===== config.mk =====
export PLATFORM = sky130hd
export DESIGN_NAME = buffer_bitstream_gen_flat
export DESIGN_NICKNAME = d
export VERILOG_FILES = /design/src/rtl/buffer_bitstream_gen_if.sv /design/src/rtl/buffer_bitstream_gen.sv /design/src/flat_wrapper.sv
export SDC_FILE = /design/constraint.sdc
export NUM_CORES = 1
export LEC_CHECK = 0
export ABC_AREA = 1
export BUFFER_PORTS_ARGS = -buffer_cell sky130_fd_sc_hd__buf_4
export CORE_MARGIN = 4
export CORE_UTILIZATION = 30
export DETAILED_ROUTE_END_ITERATION = 8
export PLACE_DENSITY = 0.57
export SYNTH_ARGS = -nofsm -noshare
export SYNTH_HDL_FRONTEND = slang
export SYNTH_SLANG_ARGS = --single-unit

===== constraint.sdc =====
create_clock -name clk -period 4.45 [get_ports clk]
set_clock_uncertainty 0.2 [all_clocks]
set_input_delay 1.1125 -clock clk [delete_from_list [all_inputs] [get_ports clk]]
set_output_delay 1.1125 -clock clk [all_outputs]
set_load 0.02 [all_outputs]

===== src/rtl/buffer_bitstream_gen_if.sv =====
// Handshake/data bundle between load buffer, controller and bitstream array.
// start/clear/iData flow into the generator; oBit/oValid/busy/done flow out.
interface buffer_bitstream_gen_if #(
    parameter int IWID = 8,
    parameter int IDIM = 4
);
    logic                       start;
    logic                       clear;
    logic [IDIM-1:0][IWID-1:0]  iData;
    logic [IDIM-1:0]            oBit;
    logic                       oValid;
    logic                       busy;
    logic                       done;

    modport master (
        output start, clear, iData,
        input  oBit, oValid, busy, done
    );

    modport slave (
        input  start, clear, iData,
        output oBit, oValid, busy, done
    );
endinterface


===== src/rtl/buffer_bitstream_gen.sv =====
// Unipolar stochastic bitstream array: captures IDIM words, emits 2^IWID bits.
// Ports: clk, rst_n (async low), bus (slave: start/clear/iData in, oBit/oValid/busy/done out).
module buffer_bitstream_gen #(
    parameter int IWID = 8,
    parameter int IDIM = 4
) (
    input  logic                    clk,
    input  logic                    rst_n,
    buffer_bitstream_gen_if.slave   bus
);

    typedef enum logic [1:0] {
        IDLE = 2'd0,
        RUN  = 2'd1,
        DONE = 2'd2
    } state_t;

    state_t                     state_q;
    state_t                     state_d;
    logic [IWID-1:0]            cnt_q;
    logic [IWID-1:0]            cnt_d;
    logic [IDIM-1:0][IWID-1:0]  data_q;
    logic [IDIM-1:0][IWID-1:0]  data_d;

    logic [IWID-1:0]            rng;
    logic [IDIM-1:0]            bit_c;
    logic                       valid_c;

    always_comb begin
        state_d = state_q;
        cnt_d   = cnt_q;
        data_d  = data_q;
        unique case (state_q)
            IDLE: begin
                if (bus.start) begin
                    data_d  = bus.iData;
                    cnt_d   = '0;
                    state_d = RUN;
                end
            end
            RUN: begin
                // wraps to 0 on the final cycle
                cnt_d = cnt_q + 1'b1;
                if (&cnt_q) begin
                    state_d = DONE;
                end
            end
            DONE: begin
                state_d = IDLE;
            end
            default: begin
                state_d = IDLE;
            end
        endcase
        // abort wins over everything, captured data is kept
        if (bus.clear) begin
            state_d = IDLE;
            cnt_d   = '0;
        end
    end

    always_ff @(posedge clk or negedge rst_n) begin
        if (!rst_n) begin
            state_q <= IDLE;
            cnt_q   <= '0;
            data_q  <= '0;
        end else begin
            state_q <= state_d;
            cnt_q   <= cnt_d;
            data_q  <= data_d;
        end
    end

    // bit-reversed counter is a low-discrepancy permutation of 0..2^IWID-1,
    // so each lane's 1-count over a full run equals its value exactly
    always_comb begin
        rng = '0;
        for (int k = 0; k < IWID; k++) begin
            rng[k] = cnt_q[IWID-1-k];
        end
    end

    assign valid_c = (state_q == RUN);

    always_comb begin
        bit_c = '0;
        for (int i = 0; i < IDIM; i++) begin
            bit_c[i] = valid_c && (data_q[i] > rng);
        end
    end

    assign bus.oBit   = bit_c;
    assign bus.oValid = valid_c;
    assign bus.busy   = (state_q != IDLE);
    assign bus.done   = (state_q == DONE);

endmodule


===== src/flat_wrapper.sv =====
// flat-port wrapper written by rule: the top's interface ports become plain ports
module buffer_bitstream_gen_flat 
#(
    parameter int IWID = 8,
    parameter int IDIM = 4
)
  (clk, rst_n, bus_start, bus_clear, bus_iData, bus_oBit, bus_oValid, bus_busy, bus_done);
  buffer_bitstream_gen_if #(.IWID(IWID), .IDIM(IDIM)) bus_i ();
  input  logic clk;
  input  logic rst_n;
  input wire logic [$bits(bus_i.start)-1:0] bus_start;
  input wire logic [$bits(bus_i.clear)-1:0] bus_clear;
  input wire logic [$bits(bus_i.iData)-1:0] bus_iData;
  output wire logic [$bits(bus_i.oBit)-1:0] bus_oBit;
  output wire logic [$bits(bus_i.oValid)-1:0] bus_oValid;
  output wire logic [$bits(bus_i.busy)-1:0] bus_busy;
  output wire logic [$bits(bus_i.done)-1:0] bus_done;
  assign bus_i.start = bus_start;
  assign bus_i.clear = bus_clear;
  assign bus_i.iData = bus_iData;
  assign bus_oBit = bus_i.oBit;
  assign bus_oValid = bus_i.oValid;
  assign bus_busy = bus_i.busy;
  assign bus_done = bus_i.done;
  buffer_bitstream_gen #(.IWID(IWID), .IDIM(IDIM)) u_core (.clk(clk), .rst_n(rst_n), .bus(bus_i));
endmodule

### After elaboration in Yosys (flattened, before gate mapping)

Cells that the tools add are included.

| word-level totals | value |
|---|---|
| register bits | 42 |
| bits of input ports | 36 |
| output and inout bits | 7 |
| logic and storage cells | 33 |

| cells by class | value |
|---|---|
| $add $sub $neg | 1 |
| $lt $le $gt $ge | 4 |
| eq/ne operators | 4 |
| mux-type cells | 7 |
| reduce and logical (&&, ||, !) cells | 11 |

Operator list:

| operator | count |
|---|---|
| $gt A8 B8 Y1 | 4 |
| $mux W8 | 2 |
| $pmux W8 S2 | 1 |
| $add A8 B1 Y8 const B | 1 |
| $reduce_and A8 Y1 | 1 |
| $mux W2 | 3 |
| $ne A3 B3 Y1 const B | 2 |
| $reduce_and A2 Y1 | 3 |
| $logic_and A1 B1 Y1 | 4 |
| $pmux W2 S2 | 1 |
| $reduce_bool A3 Y1 | 1 |
| $eq A2 B1 Y1 const B | 1 |
| $eq A2 B2 Y1 const B | 1 |
| $logic_not A2 Y1 | 1 |
| $reduce_bool A2 Y1 | 1 |

### Depth between registers and ports, before layout

| logic depth | value |
|---|---|
| word-level depth | 4 |
| depth in mapped cells | 9 |
| gate-level depth less buffers | 9 |

### Worst setup path before layout

No wires, ideal clock.

| path | value |
|---|---|
| path type | flip-flop to output port |
| start point | register u_core.cnt_q[2] |
| end point | output bus_oBit[1] |
| data arrival time | 1392 ps |
| required time | 3138 ps |
| slack | 1745 ps |
| cell stages (with the launch flop) | 8 |
| buffers on the path | 1 |
| cell sequence | dfrtp_1 clkbuf_2 inv_1 ha_1 nand2_1 a21oi_1 nor2_1 a21oi_1 |

| between the ends | value |
|---|---|
| longest elaborated chain between the ends | 2 |

RTL lines:

| item | line | RTL |
|---|---|---|
| start, declared | buffer_bitstream_gen.sv:20 | `logic [IWID-1:0] cnt_q;` |
| start signal, assigned | buffer_bitstream_gen.sv:69 | `cnt_q <= cnt_d;` |
| $gt A8 B8 Y1 | buffer_bitstream_gen.sv:88 | `bit_c[i] = valid_c && (data_q[i] > rng);` |
| $logic_and A1 B1 Y1 | buffer_bitstream_gen.sv:88 |  |
| end, declared | flat_wrapper.sv:14 | `output wire logic [$bits(bus_i.oBit)-1:0] bus_oBit;` |

Every way passes these cells.

### Worst setup path after layout

| path | value |
|---|---|
| start point | register u_core.state_q[0] |
| end point | output bus_oBit[2] |

| between the ends | value |
|---|---|
| longest elaborated chain between the ends | 2 |

RTL lines:

| item | line | RTL |
|---|---|---|
| start, declared | buffer_bitstream_gen.sv:18 | `state_t state_q;` |
| start signal, assigned | buffer_bitstream_gen.sv:68 | `state_q <= state_d;` |
| $eq A2 B1 Y1 | buffer_bitstream_gen.sv:83 | `assign valid_c = (state_q == RUN);` |
| $logic_and A1 B1 Y1 | buffer_bitstream_gen.sv:88 |  |

Every way passes these cells.

==> impl_results.md <==
* Status: complete, no violations
* CTS clk-pin slew, worst paths at around 90 ps
* Post-CTS setup buffers at 0
* Final Slew Violations at 0
* Period utilisation layout at 72.33%
* Max Fclk at 0.3107 GHz
* Synth-to-Final Area Change at 19.36%
* VDD IR max at between 0.15 and 0.2 mV
* First-pass GRT wire length at between 9000 and 10,000 um
* CP startpoint: u_core.state_q[0]$_DFFE_PN0P_
* Critical path class: reg2out
* Ys Warns at 0
* Gpl congestion at 0.8321
* Core area at 8382 um2
* Relative slew slack at between 40% and 50%
* Num ports at between 40 and 50
* Distinct cells, synth at 20
* Worst-skew pair later-pin latency at 290 ps
* CTS Sinks at 42
* Leakage at 1.608 nW
* CP Launch Type: register
* # nets final at approximately 400
* Crit Path Max Fanout at 11
* Hpwl dp at around 4400 um
* PwrDens at 385.9 nW/um2
* CTS tree: done
* Dpl ws at between 1500 and 2000 ps
* Root buffer cell: clkbuf_8
* Antenna Cells at 0
* Vias per cell at 4.533
* Resize count post-CTS at 0
* Port Buf Inserts at 42
* Grt ovf at 0
* Final wirelength at roughly 5700 um
* Htree depth at 2
* DIE HEIGHT at 101.6 um
* Final period demand of the worst path at 3219 ps
* Mapped cell area at roughly 2600 um2
* Antenna Nets Post-Route at 0
* FF-to-FF path depth at 3
* Vias at about 1,900
* Final setup violation count at 0
* Number of global-route vias before repair at 2,033
* Die X at roughly 100 um
* Drt initial violations at 44
* Initial core utilization at 31.38%
* Min-delay worst type: reg2reg
* Reg2Reg Setup Slack at 2590 ps
* DRC Markers at 0
* Max Root-Sink Buffers at 2
* Layout cells sized above 1 at between 20 and 25%
* Worst-Margin Slew at between 800 and 900 ps
* Worst reg2reg path endpoint: u_core.data_q[30]$_DFFE_PN0P_
* Crit path to: bus_oBit[2]
* DR pass1 iterations at 4
* FP Rows at 33
* Hold Buf Count CTS at 0
* Leading cell type in the layout, fill and taps excluded: nand2_1
* Tot GR Track Use at a little under an eighth
* Syn avg cell area at 9.529 um2
* Post-synthesis sequential area ratio at between 30 and 40%
* Initial antenna violation count at 0
* Design area at about 3100 um2
* TNS Setup at 0 ps
* WP data required at roughly 3100 ps
* Placed cell areas at around 3000 um2
* Most frequent cells in the layout: 69 x nand2_1, 42 x buf_4, 42 x dfrtp_1, 33 x ha_1, 30 x inv_1
* Final Hold Viols at 0
* Crit end category: output port
* Worst Path Arrival at between 1500 and 2000 ps
* Mapped Cells at between 200 and 300
* Setup ws final at between 1000 and 1500 ps
* Final design utilization at 37.45%
* Setup repair after global routing missed its margin: false
* Avg WL per Cell at 13.43 um
* Post-synth net total at 345
* Largest net degree at the start of global routing at 43
* Critical R2R Launch: u_core.state_q[1]$_DFFE_PN0P_
* Synth Register Bits at 42
* # Max-Cap Violations at 0
* Die ar. at a little over 10,000 um2
* CTS Buf Count at 5
## synth_stat cells
cell | number | area [um2]
dfrtp_1 | 42 | 1051
nand4_1 | 9 | 56.30
nor3_1 | 1 | 5.000
buf_2 | 1 | 5.000
inv_1 | 30 | 112.6
mux2_2 | 6 | 67.56
buf_6 | 3 | 33.78
ha_1 | 33 | 412.9
nand2_1 | 69 | 259.0
nor2_1 | 20 | 75.07
a21o_1 | 4 | 30.03
inv_2 | 2 | 7.510
nand3_1 | 8 | 40.04
o21ai_1 | 1 | 5.000
mux2_4 | 22 | 330.3
nand3_4 | 1 | 17.52
clkbuf_2 | 1 | 5.000
a21oi_1 | 16 | 80.08
or2_2 | 1 | 6.260
o21ai_0 | 6 | 30.03
## critical path, stage by stage, from the launching register on
cell and delay [ps]:
dfrtp_1 360, inv_2 80, nor2_1 680, nand2_1 120, a21oi_1 190, buf_4 170
## sequential cells by signal, indices dropped and copies added (netlist names)
name,flops
u_core.data_q,32
u_core.cnt_q,8
u_core.state_q,2
## kinds of logic (layout without fill, tap and decap cells)
| kind of cell | Yosys count | count (layout) | synth area share [%] |
|---|---|---|---|
| DFF | 42 | 42 | 39.96 |
| buffers and inverters | 37 | 82 | 6.232 |
| adders and majority gates | 33 | 33 | 15.70 |
| muxes | 28 | 28 | 15.13 |
| and+or+nand+nor | 109 | 109 | 17.46 |
| AOI/OAI and AO/OA | 27 | 27 | 5.519 |
## cell type report
class | instances | area (um2)
clock buffer | 7 | 76.32
multi-input combinational | 197 | 1415
tap | 105 | 131.4
inverter | 32 | 120.1
clock inverter | 1 | 30.03
fill | 846 | 5243
sequential | 42 | 1051
timing repair buffer | 42 | 315.3
## through the flow
stage | std cells | hold WS, ps | power, mW
after floorplan | 276 | 284.5 | 0.8030
after global placement | 418 | 303.1 | 0.9153
after detailed placement | 418 | 308.8 | 0.9258
after CTS | 426 | 329.6 | 1.229
after global routing | 426 | 345.2 | 1.310
final | 426 | 325.0 | 1.211
## per-layer routing
layer  up-vias  track usage [%]  part of all wire [%]
li1       1003                -                     -
met1       889            16.12                    48
met2        33            18.66                    46
met3         6            2.961                   4.8
met4         0            4.192                   1.3
met5         -                0                     0
## how the worst min path moves through the flow
stage | end | slack, ps | startpoint | cells after the start
6_report | u_core.data_q[8]$_DFFE_PN0P_ | 320 | u_core.data_q[8]$_DFFE_PN0P_ | 2
5_1_grt | u_core.data_q[17]$_DFFE_PN0P_ | 350 | u_core.data_q[17]$_DFFE_PN0P_ | 1
4_1_cts | u_core.data_q[24]$_DFFE_PN0P_ | 330 | u_core.data_q[24]$_DFFE_PN0P_ | 2
3_5_place_dp | u_core.data_q[28]$_DFFE_PN0P_ | 310 | u_core.data_q[28]$_DFFE_PN0P_ | 1
3_3_place_gp | u_core.data_q[8]$_DFFE_PN0P_ | 300 | u_core.data_q[8]$_DFFE_PN0P_ | 2
2_1_floorplan | u_core.data_q[0]$_DFFE_PN0P_ | 280 | u_core.data_q[0]$_DFFE_PN0P_ | 2
## power breakdown
part | switching [mW] | internal (mW) | leakage, nW | total [mW]
Sequential | 0.0508 | 0.454 | 0.508 | 0.505
Clock | 0.131 | 0.168 | 0.0524 | 0.299
Combinational | 0.195 | 0.212 | 1.05 | 0.407
Total | 0.377 | 0.835 | 1.61 | 1.21
Power figures use the tool's default switching activity.
